===== src/rtl/noise_sched_pkg.sv =====
// Shared types and default widths for the noise burst scheduler.
package noise_sched_pkg;

  localparam int NS_CNT_W  = 16;
  localparam int NS_BCNT_W = 8;

  typedef enum logic [1:0] {
    S_IDLE = 2'd0,
    S_RUN  = 2'd1,
    S_GAP  = 2'd2,
    S_DONE = 2'd3
  } ns_state_e;

endpackage


===== src/rtl/noise_rate_div.sv =====
// Strobe divider: counts 0..period while enabled and ticks on the terminal count.
module noise_rate_div
  import noise_sched_pkg::*;
#(
  parameter int CNT_W = NS_CNT_W
) (
  input  logic             clk,
  input  logic             rst,
  input  logic             clr,
  input  logic             en,
  input  logic [CNT_W-1:0] period,
  output logic             tick
);

  logic [CNT_W-1:0] cnt_q, cnt_d;

  assign tick = en && (cnt_q == period);

  always_comb begin
    cnt_d = cnt_q;
    if (clr)     cnt_d = '0;
    else if (en) cnt_d = tick ? '0 : cnt_q + 1'b1;
  end

  always_ff @(posedge clk) begin
    if (rst) cnt_q <= '0;
    else     cnt_q <= cnt_d;
  end

endmodule


===== src/rtl/noise_sched.sv =====
// Noise LFSR burst scheduler: strobes lfsr_en every rate_div+1 cycles for burst_len strobes.
// Define NOISE_SCHED_GAP_EN to enable repeat/gap looping; otherwise every burst ends in DONE.
module noise_sched
  import noise_sched_pkg::*;
#(
  parameter int CNT_W  = NS_CNT_W,
  parameter int BCNT_W = NS_BCNT_W
) (
  input  logic              clk,
  input  logic              rst,
  input  logic              start,
  input  logic              stop,
  input  logic [CNT_W-1:0]  rate_div,
  input  logic [CNT_W-1:0]  burst_len,
  input  logic [CNT_W-1:0]  gap_len,
  input  logic              repeat_en,
  output logic              lfsr_en,
  output logic              gate,
  output logic              busy,
  output logic              done,
  output logic [BCNT_W-1:0] bursts_done
);

  ns_state_e         state_q, state_d;
  logic [CNT_W-1:0]  rate_q, rate_d;
  logic [CNT_W-1:0]  burst_q, burst_d;
  logic [CNT_W-1:0]  scnt_q, scnt_d;
  logic [BCNT_W-1:0] bdone_q, bdone_d;
  logic              gate_q, gate_d;
  logic              busy_q, busy_d;
  logic              done_q, done_d;
  logic              tick, div_en, div_clr, burst_end;

`ifdef NOISE_SCHED_GAP_EN
  logic [CNT_W-1:0]  gap_q, gap_d;
  logic [CNT_W-1:0]  gcnt_q, gcnt_d;
  logic              rep_q, rep_d;
`else
  logic              unused_cfg;
  assign unused_cfg = ^{gap_len, repeat_en};
`endif

  // Divider only runs in RUN; holding it cleared elsewhere gives every burst a fresh phase.
  assign div_en  = (state_q == S_RUN);
  assign div_clr = (state_q != S_RUN);

  noise_rate_div #(.CNT_W(CNT_W)) u_div (
    .clk    (clk),
    .rst    (rst),
    .clr    (div_clr),
    .en     (div_en),
    .period (rate_q),
    .tick   (tick)
  );

  assign burst_end = (scnt_q == burst_q - 1'b1);

  always_comb begin
    state_d = state_q;
    rate_d  = rate_q;
    burst_d = burst_q;
    scnt_d  = scnt_q;
    bdone_d = bdone_q;
`ifdef NOISE_SCHED_GAP_EN
    gap_d   = gap_q;
    gcnt_d  = gcnt_q;
    rep_d   = rep_q;
`endif
    if (stop) begin
      state_d = S_IDLE;
    end else begin
      case (state_q)
        S_IDLE: if (start) begin
          rate_d  = rate_div;
          burst_d = (burst_len == '0) ? {{(CNT_W-1){1'b0}}, 1'b1} : burst_len;
          scnt_d  = '0;
          bdone_d = '0;
`ifdef NOISE_SCHED_GAP_EN
          gap_d   = gap_len;
          rep_d   = repeat_en;
`endif
          state_d = S_RUN;
        end
        S_RUN: if (tick) begin
          if (burst_end) begin
            scnt_d  = '0;
            bdone_d = bdone_q + 1'b1;
`ifdef NOISE_SCHED_GAP_EN
            if (rep_q && gap_q != '0) begin
              state_d = S_GAP;
              gcnt_d  = '0;
            end else if (rep_q) begin
              state_d = S_RUN;
            end else begin
              state_d = S_DONE;
            end
`else
            state_d = S_DONE;
`endif
          end else begin
            scnt_d = scnt_q + 1'b1;
          end
        end
`ifdef NOISE_SCHED_GAP_EN
        S_GAP: begin
          if (gcnt_q == gap_q - 1'b1) state_d = S_RUN;
          else                        gcnt_d  = gcnt_q + 1'b1;
        end
`endif
        S_DONE:  state_d = S_IDLE;
        default: state_d = S_IDLE;
      endcase
    end
    gate_d = (state_d == S_RUN);
    busy_d = (state_d == S_RUN) || (state_d == S_GAP);
    done_d = (state_d == S_DONE);
  end

  always_ff @(posedge clk) begin
    if (rst) begin
      state_q <= S_IDLE;
      rate_q  <= '0;
      burst_q <= '0;
      scnt_q  <= '0;
      bdone_q <= '0;
      gate_q  <= 1'b0;
      busy_q  <= 1'b0;
      done_q  <= 1'b0;
`ifdef NOISE_SCHED_GAP_EN
      gap_q   <= '0;
      gcnt_q  <= '0;
      rep_q   <= 1'b0;
`endif
    end else begin
      state_q <= state_d;
      rate_q  <= rate_d;
      burst_q <= burst_d;
      scnt_q  <= scnt_d;
      bdone_q <= bdone_d;
      gate_q  <= gate_d;
      busy_q  <= busy_d;
      done_q  <= done_d;
`ifdef NOISE_SCHED_GAP_EN
      gap_q   <= gap_d;
      gcnt_q  <= gcnt_d;
      rep_q   <= rep_d;
`endif
    end
  end

  // An abort (stop or reset) swallows a strobe landing in the same cycle.
  assign lfsr_en     = tick && !stop && !rst;
  assign gate        = gate_q;
  assign busy        = busy_q;
  assign done        = done_q;
  assign bursts_done = bdone_q;

endmodule


===== config.mk =====
export PLATFORM = sky130hd
export DESIGN_NAME = noise_sched
export DESIGN_NICKNAME = d
export VERILOG_FILES = /design/src/rtl/noise_sched_pkg.sv /design/src/rtl/noise_rate_div.sv /design/src/rtl/noise_sched.sv
export SDC_FILE = /design/constraint.sdc
export NUM_CORES = 1
export LEC_CHECK = 0
export ABC_AREA = 1
export BUFFER_PORTS_ARGS = -buffer_cell sky130_fd_sc_hd__buf_2
export CAP_MARGIN = 20
export CORE_UTILIZATION = 57
export CTS_CLUSTER_SIZE = 10
export DETAILED_ROUTE_END_ITERATION = 10
export GPL_ROUTABILITY_DRIVEN = 0
export HOLD_SLACK_MARGIN = 0.05
export PLACE_DENSITY = 0.78
export SLEW_MARGIN = 20
export SYNTH_ARGS = -nofsm -noshare
export SYNTH_HDL_FRONTEND = slang
export SYNTH_SLANG_ARGS = --single-unit

===== constraint.sdc =====
create_clock -name clk -period 2.25 [get_ports clk]
set_input_delay 0.1125 -clock clk [delete_from_list [all_inputs] [get_ports clk]]
set_output_delay 0.1125 -clock clk [all_outputs]
set_load 0.01 [all_outputs]

Word level (Yosys, flattened, before mapping) --
Cells that the tools add are included. Widths: inputs -> output; s select.
Storage, ports and cells: logic and storage cells 52, bits in writable memories 0, memories kept 0, register bits 77, output and inout port bits 12, bits in latches 0, bits in read-only memories 0, input port bits 53
Operators by class: bitwise gates (word level) 1, div/mod/pow operators 0, multiplexer cells 15, reduce and logical (&&, ||, !) cells 13, eq/ne operators 10, add/subtract/negate cells 4, shifts and indexed selects 0, multipliers 0, $lt $le $gt $ge 0
Operators with widths (count):
- $mux 16 | 5
- $add 16x1->16 const B | 2
- $eq 16x16->1 | 2
- $pmux 16 s2 | 1
- $mux 8 | 3
- $logic_not 16->1 | 1
- $pmux 8 s2 | 1
- $sub 16x1->16 const B | 1
- $add 8x1->8 const B | 1
- $mux 2 | 4
- $ne 2x2->1 const B | 3
- $reduce_and 5->1 | 1
- $eq 2x1->1 const B | 2
- $eq 2x2->1 const B | 2
- $pmux 2 s2 | 1
- $reduce_and 4->1 | 1
- $logic_and 1x1->1 | 3
- $reduce_and 3->1 | 1
- $logic_not 1->1 | 2
- $logic_not 2->1 | 1
- $ne 2x1->1 const B | 1
- $reduce_bool 2->1 | 1
- $reduce_or 2->1 | 1
- $logic_or 1x1->1 | 1
- $not 1->1 | 1

Longest topological paths before layout --
Gate-level depths: netlist of run 1.
depth after elaboration 8, gate-level depth with buffers 16, gate-level depth less buffers 16

By module --
A second synthesis of run 1 with hierarchy kept.
Unflattened totals: cells, all modules 675, area, all modules 4531.8 µm²
Modules (own cells, without submodules):
- noise_sched | area an instance 3320.7 µm², seq. area each 1221.2 µm², cells each 469, instances 1
- noise_rate_div | area an instance 1211.2 µm², seq. area each 320.3 µm², cells each 206, instances 1

Least setup slack after synthesis of run 1 --
No wires, ideal clock.
path kind flip-flop to flip-flop, from register burst_q[0], to register busy_q (netlist: busy), arrival time 1921 ps, period minus slack after synthesis 2047 ps, path buffers 0, data required time 2124 ps, setup time 126 ps, slack 203 ps, cell stages (with the launch flop) 14, cells stage by stage dfxtp_1 > inv_1 > ha_1 > nand2_1 > nor2_4 > nand3b_1 > nand2_1 > nand2_1 > nor2_1 > nand3_1 > nor3_1 > inv_1 > ha_1 > nor2_1
On the way: word-level cells in the longest chain between the ends 8, elaborated cells on any way between the ends 9, classes of those cells add/sub: 1; eq/ne: 3; mux: 4; reduce/logical: 1
RTL lines:
- from (decl) | RTL line noise_sched.sv:26 | logic [CNT_W-1:0] burst_q, burst_d;
- from (signal assigned) | RTL line noise_sched.sv:137 | burst_q <= burst_d;
- $sub 16x1->16 * | RTL line noise_sched.sv:56 | assign burst_end = (scnt_q == burst_q - 1'b1);
- $eq 16x16->1 * | RTL line noise_sched.sv:56
- $mux 2 * | RTL line noise_sched.sv:85 | if (burst_end) begin
- $mux 2 * | RTL line noise_sched.sv:84 | S_RUN: if (tick) begin
- $pmux 2 s2 * | RTL line noise_sched.sv:72 | case (state_q)
- $mux 2 * | RTL line noise_sched.sv:69 | if (stop) begin
- named net state_d[1] | RTL line noise_sched.sv:24 | ns_state_e state_q, state_d;
- $eq 2x1->1 / $eq 2x2->1 (equally long branches) | RTL line noise_sched.sv:115 | busy_d = (state_d == S_RUN) || (state_d == S_GAP);
- $logic_or 1x1->1 * | RTL line noise_sched.sv:115
- to (signal assigned) | RTL line noise_sched.sv:141 | busy_q <= busy_d;
- to (decl) | RTL line noise_sched.sv:30 | logic busy_q, busy_d;
Mark *: on every way through the listed nets, which the timed path passes. The rest lies on a longest branch. A chain may end at the register's enable or synchronous reset.

Final worst setup path of run 1 --
Ends and elaborated chain as after synthesis.

==> impl_metrics.py, run 1 <==
metrics = {
    "finish": {
        "fin_nets": 780,
        "area_growth_pct": 21.0,
        "insertedDiodeCount": 0,
        "drive_gt1_share_pct": 14.5,
        "final_util_pct": 71.2,
    },
    "detailed_routing": {
        "viasPerCell": 5.27,
        "routed_wl_mm": 10.8,
        "dr.pass1.iters": 7,
        "wl_per_cell_um": 13.1,
        "ant_nets": 0,
        "drc": 0,
        "drt_iter0_markers": 292,
        "num_vias": 4339,
    },
    "place": {
        "pre_cts_ws_ns": 0.00497,
        "port_buffers": 47,
        "hpwlAfterDp_mm": 7.75,
    },
    "power": {
        "pwr-share-comb_pct": 18.4,
        "leakagePower_nw": 2.26,
        "p_int_w": 0.00217,
        "power_frac_seq_pct": 46.8,
        "ir_worst_vdd_uv": 405,
        "sw_frac_of_total_pct": 29.4,
        "p_per_area_nw_per_um2": 597,
        "p_clk_share_pct": 34.8,
        "totalPowerFinal_w": 0.00307,
        "p_sw_w": 0.000902,
    },
    "yosys": {
        "synthAdderAreaFrac_pct": 1.77,
        "synth_fp_nets": 696,
        "muxShareOfSynthArea_pct": 0.236,
        "synth_commonest_cells": "nand2_1, nor2_1, inv_1",
        "seq_area_frac_synth_pct": 36.3,
        "async_flop_share_pct": 0,
        "ys_ff_latch": 77,
        "synth_most_common_cell": "nand2_1",
        "yosysWarningCount": 0,
        "synth_ff_type": "dfxtp_1",
        "synthTopCellsByArea": "dfxtp_1, nand2_1, nor2_1, inv_1, nand3_1",
        "syn-mean-instance-area_um2": 6.66,
        "yosys.area_share.simple_pct": 37.9,
        "synth_xor_area_share_pct": 7.43,
        "syn_area_um2": 4250,
        "synth_top_family_by_area": "simple AND/OR/NAND/NOR gates",
        "synth_top_area_share_pct": 36.3,
        "synth_edf_count": 0,
        "yosys.area.top_type": "dfxtp_1",
        "synth_compound_area_share_pct": 7.78,
        "ys_types": 35,
        "postSynthCellCount": 637,
    },
    "worst_setup_path": {
        "crit_required_ns": 2.54,
        "arrival_ns": 2.37,
        "crit_fanout": 5,
        "rr_worst_depth": 13,
        "startpoint_type": "register",
        "critPathCaptureType": "register",
        "critPathKind": "reg -> reg",
    },
    "clocking": {
        "clk_latency_ns": 0.36,
        "clock_path_buffers": 2,
        "htreeDepth": 3,
        "cts_made_buffers": 9,
        "cts_sinks": 77,
        "cts_root_buf": "clkbuf_8",
        "cts_tree": "done",
        "clk_pin_slew_ns": 0.08,
    },
    "floorplanning": {
        "fp.dieW_um": 88.3,
        "coreArea_um2": 7210,
        "rows": 31,
        "ios": 65,
        "fp.dieArea_um2": 7800,
        "die_h_um": 88.3,
        "start_util_pct": 58.8,
    },
    "job": {
        "cap_violations": 0,
    },
    "sta": {
        "tightestPinTransition_ns": 0.500,
        "skew_ns": 0.00954,
        "setup_violations": 0,
        "setup_slack_ns": 0.173,
        "fmax_mhz": 482,
        "period_needed_ns": 2.08,
        "relSlewSlack_pct": 66.6,
        "hold_violations": 0,
        "holdWs_ns": 0.0579,
        "period_share_pct": 92.3,
        "drv_slew": 0,
    },
    "min_path": {
        "hp-class": "in -> reg",
        "min_path_cells": 3,
    },
    "grt": {
        "overflow": 0,
        "grt_usage_pct": 29.9,
        "antenna_found_initial": 0,
        "grt_max_degree": 24,
        "grt_pass1_vias": 4160,
        "grt_pass1_wl_mm": 17.9,
    },
    "run_status": {
        "status": "completed",
    },
}
==> path summary, 6_finish.rpt <==
kind	from	to	slack, ns
setup / recovery	burst_q[0]	busy	0.17
hold reg to reg	burst_q[15]	burst_q[15]	0.48
setup reg to reg	burst_q[0]	busy	0.17
hold / removal	burst_len[2]	burst_q[2]	0.06
==> timing repair <==
item / 4_1_cts / 5_1_grt
pin swaps: 0 / 3
hold buffers: 24 / 0
gates resized for setup: 1 / 12
endpoints found under the hold margin: 24 / 0
cloned: 0 / 0
buffers inserted: 0 / 1
setup endpoints to repair: 1 / 27
==> area by class of cell <==
| class | count | area, um2 |
|---|---|---|
| tap | 99 | 124 |
| fill | 650 | 2080 |
| timing repair buffer | 85 | 581 |
| sequential | 77 | 1540 |
| inverter | 82 | 309 |
| multi-input combinational | 466 | 2380 |
| clock buffer | 10 | 138 |
| clock inverter | 5 | 60.1 |
==> metal layers <==
layer	GRT usage (%)	part of all wire, %	up-vias
met2	54.8	50	132
li1	-	-	2211
met1	34.8	43	1970
met4	11.4	2.3	0
met3	4.57	4.4	26
met5	0	0	-
==> cell families (layout without fill, tap and decap cells) <==
group,after synthesis,in the layout
muxes,1,1
DFF,77,77
xor gates and xnor gates,36,36
and+or+nand+nor,362,362
adders and majority gates,6,6
buffers and inverters,94,182
AOI/OAI and AO/OA,61,61
==> state kept, by name (all words and copies together) (netlist names) <==
signal / cells
busy: 1
rate_q: 16
bursts_done: 8
state_q: 2
u_div.cnt_q: 16
burst_q: 16
done: 1
scnt_q: 16
gate: 1
==> cells in the final DEF, fill, tap and decap left out, types with 3 or more instances in the layout <==
| cell | count |
|---|---|
| o22ai_1 | 10 |
| xnor2_1 | 17 |
| nor2_2 | 7 |
| o21ai_0 | 22 |
| nand4_1 | 13 |
| nand3_1 | 56 |
| clkbuf_8 | 10 |
| nor2_4 | 5 |
| dfxtp_1 | 75 |
| inv_1 | 78 |
| nor4_1 | 3 |
| nand2_1 | 160 |
| dlygate4sd3_1 | 24 |
| a31oi_1 | 3 |
| nor3_1 | 18 |
| nor2_1 | 84 |
| xor2_1 | 19 |
| nand3b_1 | 4 |
| a21oi_1 | 22 |
| ha_1 | 5 |
| buf_2 | 47 |
| buf_4 | 14 |
==> metrics by stage <==
step                setup TNS (ns)  instances  instance area (um2)
floorplan                        0        637                 4250
global placement                 0        784                 4650
detailed placement               0        784                 4650
CTS                              0        823                 5090
global route               -0.0159        824                 5140
finish                           0        824                 5140
==> power by group through the flow <==
stage	combinational (W)	clock (W)	sequential (W)
final	0.000566	0.00107	0.00144
after global placement	0.000492	0	0.00146
after floorplan	0.000370	0	0.00146
after CTS	0.000543	0.00108	0.00143
after global routing	0.000643	0.00115	0.00144
after detailed placement	0.000504	0	0.00147
==> worst max-delay path, stage by stage, from the launching register on <==
cell	delay, ns
dfxtp_1	0.33
inv_2	0.08
buf_4	0.14
nand2_2	0.10
o21ai_0	0.27
nand2_1	0.08
nand2_1	0.08
nand3_1	0.08
nor2_1	0.10
nand2_1	0.10
nor3_2	0.22
inv_1	0.06
ha_1	0.26
nor2_1	0.10
No activity file was read; power rests on OpenSTA's default activity.
==> inputs of run 2 (changes only) <==
Settings changed: RECOVER_POWER set to 100.
==> run 2 against run 1 <==
Effect of this change:
- global-route usage stayed put
- total power is essentially flat
- wire length increased by 0.45%
- clock power barely moved
- sequential share of layout area rose by 0.22 points
- maximum frequency is 2.3% lower
==> impl_metrics.py, run 2 (synthesis gave the netlist of run 1 again) <==
metrics = {
    "finish": {
        "final_cell_mix": "nand2_1, nor2_1, inv_1",
        "insertedDiodeCount": 0,
        "layout_commonest_cell": "nand2_1",
        "drive_gt1_share_pct": 12.1,
        "fin_nets": 780,
        "area_growth_pct": 20.1,
    },
    "detailed_routing": {
        "num_vias": 4325,
        "wl_per_cell_um": 13.1,
        "viasPerCell": 5.25,
        "routed_wl_mm": 10.8,
        "ant_nets": 0,
        "drc": 0,
        "dr.pass1.iters": 5,
        "drt_iter0_markers": 319,
    },
    "sta": {
        "period_share_pct": 94.5,
        "skew_ns": 0.00998,
        "period_needed_ns": 2.13,
        "setup_violations": 0,
        "drv_slew": 0,
        "tightestPinTransition_ns": 0.767,
        "setup_tns_ns": 0,
        "relSlewSlack_pct": 48.8,
        "fmax_mhz": 470,
        "hold_violations": 0,
    },
    "grt": {
        "grt_usage_pct": 29.9,
        "antenna_found_initial": 0,
        "grt_pass1_vias": 4160,
        "grt_max_degree": 24,
        "grt_pass1_wl_mm": 17.9,
        "overflow": 0,
    },
    "power": {
        "totalPowerFinal_w": 0.00307,
        "p_per_area_nw_per_um2": 602,
        "ir_worst_vdd_uv": 405,
        "leakagePower_nw": 2.20,
    },
    "min_path": {
        "min_path_cells": 3,
        "hp-class": "in -> reg",
    },
    "clocking": {
        "cts_root_buf": "clkbuf_8",
        "clock_path_buffers": 2,
        "cts_made_buffers": 9,
        "clk_latency_ns": 0.36,
        "clk_pin_slew_ns": 0.08,
        "cts_sinks": 77,
        "cts_tree": "done",
        "htreeDepth": 3,
    },
    "floorplanning": {
        "die_h_um": 88.3,
        "coreArea_um2": 7210,
        "start_util_pct": 58.8,
        "fp.dieArea_um2": 7800,
        "rows": 31,
        "fp.dieW_um": 88.3,
        "ios": 65,
    },
    "worst_setup_path": {
        "critPathCaptureType": "register",
        "critPathKind": "reg -> reg",
        "arrival_ns": 2.37,
        "crit_required_ns": 2.49,
        "startpoint_type": "register",
        "crit_fanout": 4,
        "rr_worst_depth": 10,
    },
    "job": {
        "cap_violations": 0,
    },
    "place": {
        "port_buffers": 47,
        "hpwlAfterDp_mm": 7.75,
    },
    "run_status": {
        "status": "completed",
    },
}
## run 2: timing repair
action / 4_1_cts / 5_1_grt
buffers inserted: 0 / 1
gates resized for setup: 1 / 12
hold endpoints to repair: 24 / 0
endpoints found under the setup margin: 1 / 27
hold buffers: 24 / 0
pin swaps: 0 / 3
## run 2: critical path: stages, from the launching register on
cell	delay [ns]
dfxtp_1	0.40
ha_1	0.21
nand3_1	0.15
nor2_1	0.27
nand2_1	0.09
nor2_1	0.16
nand2_1	0.10
nor3b_1	0.33
nand2_1	0.11
xor2_1	0.15
nor2_1	0.05
## run 2: metrics by stage
| stage | utilization, % | hold WS [ns] | cells | setup WS (ns) | instance area, um2 |
|---|---|---|---|---|---|
| after global routing | 70.7 | 0.0687 | 824 | -0.0159 | 5100 |
| after CTS | 70.5 | 0.0528 | 823 | 0.0687 | 5090 |
| final | 70.7 | 0.0551 | 824 | 0.123 | 5100 |
| after detailed placement | 64.4 | 0.344 | 784 | 0.00497 | 4650 |
| after floorplan | - | 0.191 | 637 | 0.203 | 4250 |
| after global placement | 64.4 | 0.336 | 784 | 0.0619 | 4650 |
## run 2: power breakdown
group          leakage (nW)  internal, W  switching, W
registers             0.626      0.00140     0.0000355
clock network        0.0987     0.000540      0.000528
logic                  1.48     0.000223      0.000341
total                  2.20      0.00216      0.000904
## run 2: per-layer routing
metal / global-route usage (%) / share of wire (%) / vias to the layer above
met4: 11.4 / 2.1 / 0
met5: 0 / 0 / -
met1: 34.8 / 44 / 1973
li1: - / - / 2212
met2: 54.8 / 50 / 120
met3: 4.57 / 4.1 / 20
## run 2: final cells by class
| class | instances | area [um2] |
|---|---|---|
| clock inverter | 5 | 60.1 |
| fill | 667 | 2110 |
| tap | 99 | 124 |
| inverter | 82 | 309 |
| multi-input combinational | 466 | 2360 |
| timing repair buffer | 85 | 561 |
| sequential | 77 | 1540 |
| clock buffer | 10 | 138 |
## run 2: final timing paths
path | start | end | slack (ns)
worst max-delay path | u_div.cnt_q[0] | u_div.cnt_q[14] | 0.12
worst min-delay path | burst_len[1] | burst_q[1] | 0.06
worst max register to register | u_div.cnt_q[0] | u_div.cnt_q[14] | 0.12
worst min register to register | burst_q[15] | burst_q[15] | 0.48
==> inputs of run 3 (changes only) <==
Settings changed: CELL_PAD_IN_SITES_DETAIL_PLACEMENT set to 1, CELL_PAD_IN_SITES_GLOBAL_PLACEMENT set to 2, CORE_UTILIZATION 57 to 31.
==> run 3 against run 2 <==
Effect of this change:
- cell count grew 11%
- critical path depth grew 4
- non-clock buffer count grew 18
- cell area grew 7.5%
- register-to-register slack lost 0.02 ns
- worst hold slack gained 0.0070 ns
- sequential power is essentially flat
- setup slack lost 0.020 ns
- flip-flop and latch count is the same
- clock-buffer cell count is the same
- utilization shrank 29 points
- critical endpoint is now busy
- largest cell class unchanged
- largest power group unchanged
==> impl_metrics.py, run 3 (synthesis gave the netlist of run 1 again) <==
metrics = {
    "run_status": {
        "status": "completed",
    },
    "grt": {
        "grt_usage_pct": 19.6,
        "overflow": 0,
        "antenna_found_initial": 0,
        "grt_pass1_vias": 4723,
        "grt_max_degree": 24,
        "grt_pass1_wl_mm": 22.0,
    },
    "min_path": {
        "hp-class": "in -> reg",
        "hp-start": "burst_len[4]",
    },
    "clocking": {
        "clk_latency_ns": 0.35,
        "cts_sinks": 77,
        "clk_pin_slew_ns": 0.06,
        "cts_root_buf": "clkbuf_16",
        "clock_path_buffers": 2,
        "cts_tree": "done",
        "cts_made_buffers": 9,
        "htreeDepth": 3,
    },
    "job": {
        "cap_violations": 0,
    },
    "detailed_routing": {
        "routed_wl_mm": 13.0,
        "wl_per_cell_um": 14.2,
        "viasPerCell": 4.81,
        "ant_nets": 0,
        "num_vias": 4411,
        "drt_iter0_markers": 134,
        "dr.pass1.iters": 4,
        "drc": 0,
    },
    "floorplanning": {
        "ios": 65,
        "start_util_pct": 31.9,
        "coreArea_um2": 13300,
        "fp.dieArea_um2": 14200,
        "die_h_um": 119,
        "fp.dieW_um": 119,
        "rows": 42,
    },
    "sta": {
        "fmax_mhz": 466,
        "skew_ns": 0.0116,
        "setup_slack_ns": 0.103,
        "setup_tns_ns": 0,
        "period_needed_ns": 2.15,
        "tightestPinTransition_ns": 0.597,
        "hold_violations": 0,
        "drv_slew": 0,
        "relSlewSlack_pct": 60.2,
        "rsz0062_at_grt": "yes",
        "period_share_pct": 95.4,
        "setup_violations": 0,
    },
    "finish": {
        "final_cell_mix": "nand2_1, nor2_1, inv_1",
        "area_growth_pct": 29.1,
        "fin_nets": 798,
        "final_util_pct": 41.2,
        "stdcell_area_um2": 5480,
        "layout_commonest_cell": "nand2_1",
        "drive_gt1_share_pct": 16.8,
        "insertedDiodeCount": 0,
    },
    "place": {
        "placed_cell_area_um2": 4880,
        "pre_cts_ws_ns": -0.141,
        "port_buffers": 47,
        "hpwlAfterDp_mm": 9.94,
    },
    "worst_setup_path": {
        "timing.critical_path.from": "burst_q[1]",
        "crit_required_ns": 2.48,
        "r2r_slack_ns": 0.10,
        "slowest_delay_ns": 0.35,
        "worst_path_max_delay_cell": "dfxtp_2",
        "arrival_ns": 2.38,
        "crit_fanout": 2,
        "reg2reg_from": "burst_q[1]",
        "critPathCaptureType": "register",
        "crit_buf_inv": 3,
        "critPathKind": "reg -> reg",
        "cp_top_family": "simple AND/OR/NAND/NOR gates",
        "crit_chain": "inv_2, ha_4, xnor2_2, nor2_1, nand2_1, nor2_1, nand3_1, nor2_2, nand2_2, nor3_2, buf_4, inv_2, ha_4, nor2_1",
        "startpoint_type": "register",
        "crit_top_cell": "nor2_1",
    },
    "power": {
        "p_clk_share_pct": 40.6,
        "p_int_w": 0.00250,
        "totalPowerFinal_w": 0.00348,
        "ir_worst_vdd_uv": 502,
        "sw_frac_of_total_pct": 28.0,
        "power_frac_seq_pct": 41.4,
        "leakagePower_nw": 2.34,
        "pwr-share-comb_pct": 18.1,
        "p_per_area_nw_per_um2": 635,
        "p_sw_w": 0.000974,
    },
}
## run 3: cell types whose count changed in the layout (fill, tap and decap cells not counted), moves of 4 or more
cell | before | now
nor2_1 | 87 | 80
nor2_4 | 3 | 7
clkbuf_8 | 10 | 0
clkbuf_16 | 0 | 9
inv_2 | 2 | 6
buf_4 | 13 | 29
## run 3: tightest hold or removal path: cells and delay by family
| kind | cells | cell delay, ns |
|---|---|---|
| AOI/OAI and AO/OA | 1 | 0.12 |
| buffers and inverters | 2 | 0.11 |
## run 3: layout make-up
type | instances | area [um2]
Fill cell | 1722 | 7820
Multi-Input combinational cell | 466 | 2440
Sequential cell | 77 | 1550
Timing Repair Buffer | 103 | 687
Inverter | 82 | 308
Clock buffer | 10 | 229
Tap cell | 176 | 220
Clock inverter | 4 | 51.3
## run 3: per-layer routing
metal	share of wire, %	track usage (%)	vias up
met1	43	21.7	2098
li1	-	-	2236
met4	2.5	7.44	0
met5	0	0	-
met2	52	36.3	58
met3	2.5	4.17	19
## run 3: stage by stage
stage | hold WS, ns | cells
2_1_floorplan | 0.191 | 637
3_3_place_gp | 0.342 | 880
3_5_place_dp | 0.349 | 880
4_1_cts | 0.0503 | 917
5_1_grt | 0.0801 | 918
6_report | 0.0621 | 918
## run 3: power by group through the flow
stage | sequential, W | clock [W] | combinational (W)
after floorplan | 0.00146 | 0 | 0.000370
after global placement | 0.00146 | 0 | 0.000557
after detailed placement | 0.00147 | 0 | 0.000572
after CTS | 0.00144 | 0.00147 | 0.000609
after global routing | 0.00144 | 0.00153 | 0.000712
final | 0.00144 | 0.00141 | 0.000629
## run 3: worst paths after layout
path | endpoint | cells after the start
worst max-delay path | busy | 14
worst min-delay path | burst_q[4] | 3
worst max register to register | busy | 14
worst min register to register | rate_q[14] | 2
## run 3: what timing repair did
item                                   4_1_cts  5_1_grt
buffers inserted                             0        1
hold buffers                                23        0
gates resized for setup                      4       30
endpoints found under the hold margin       23        0
pin swaps                                    1        8
setup endpoints to repair                    8       29
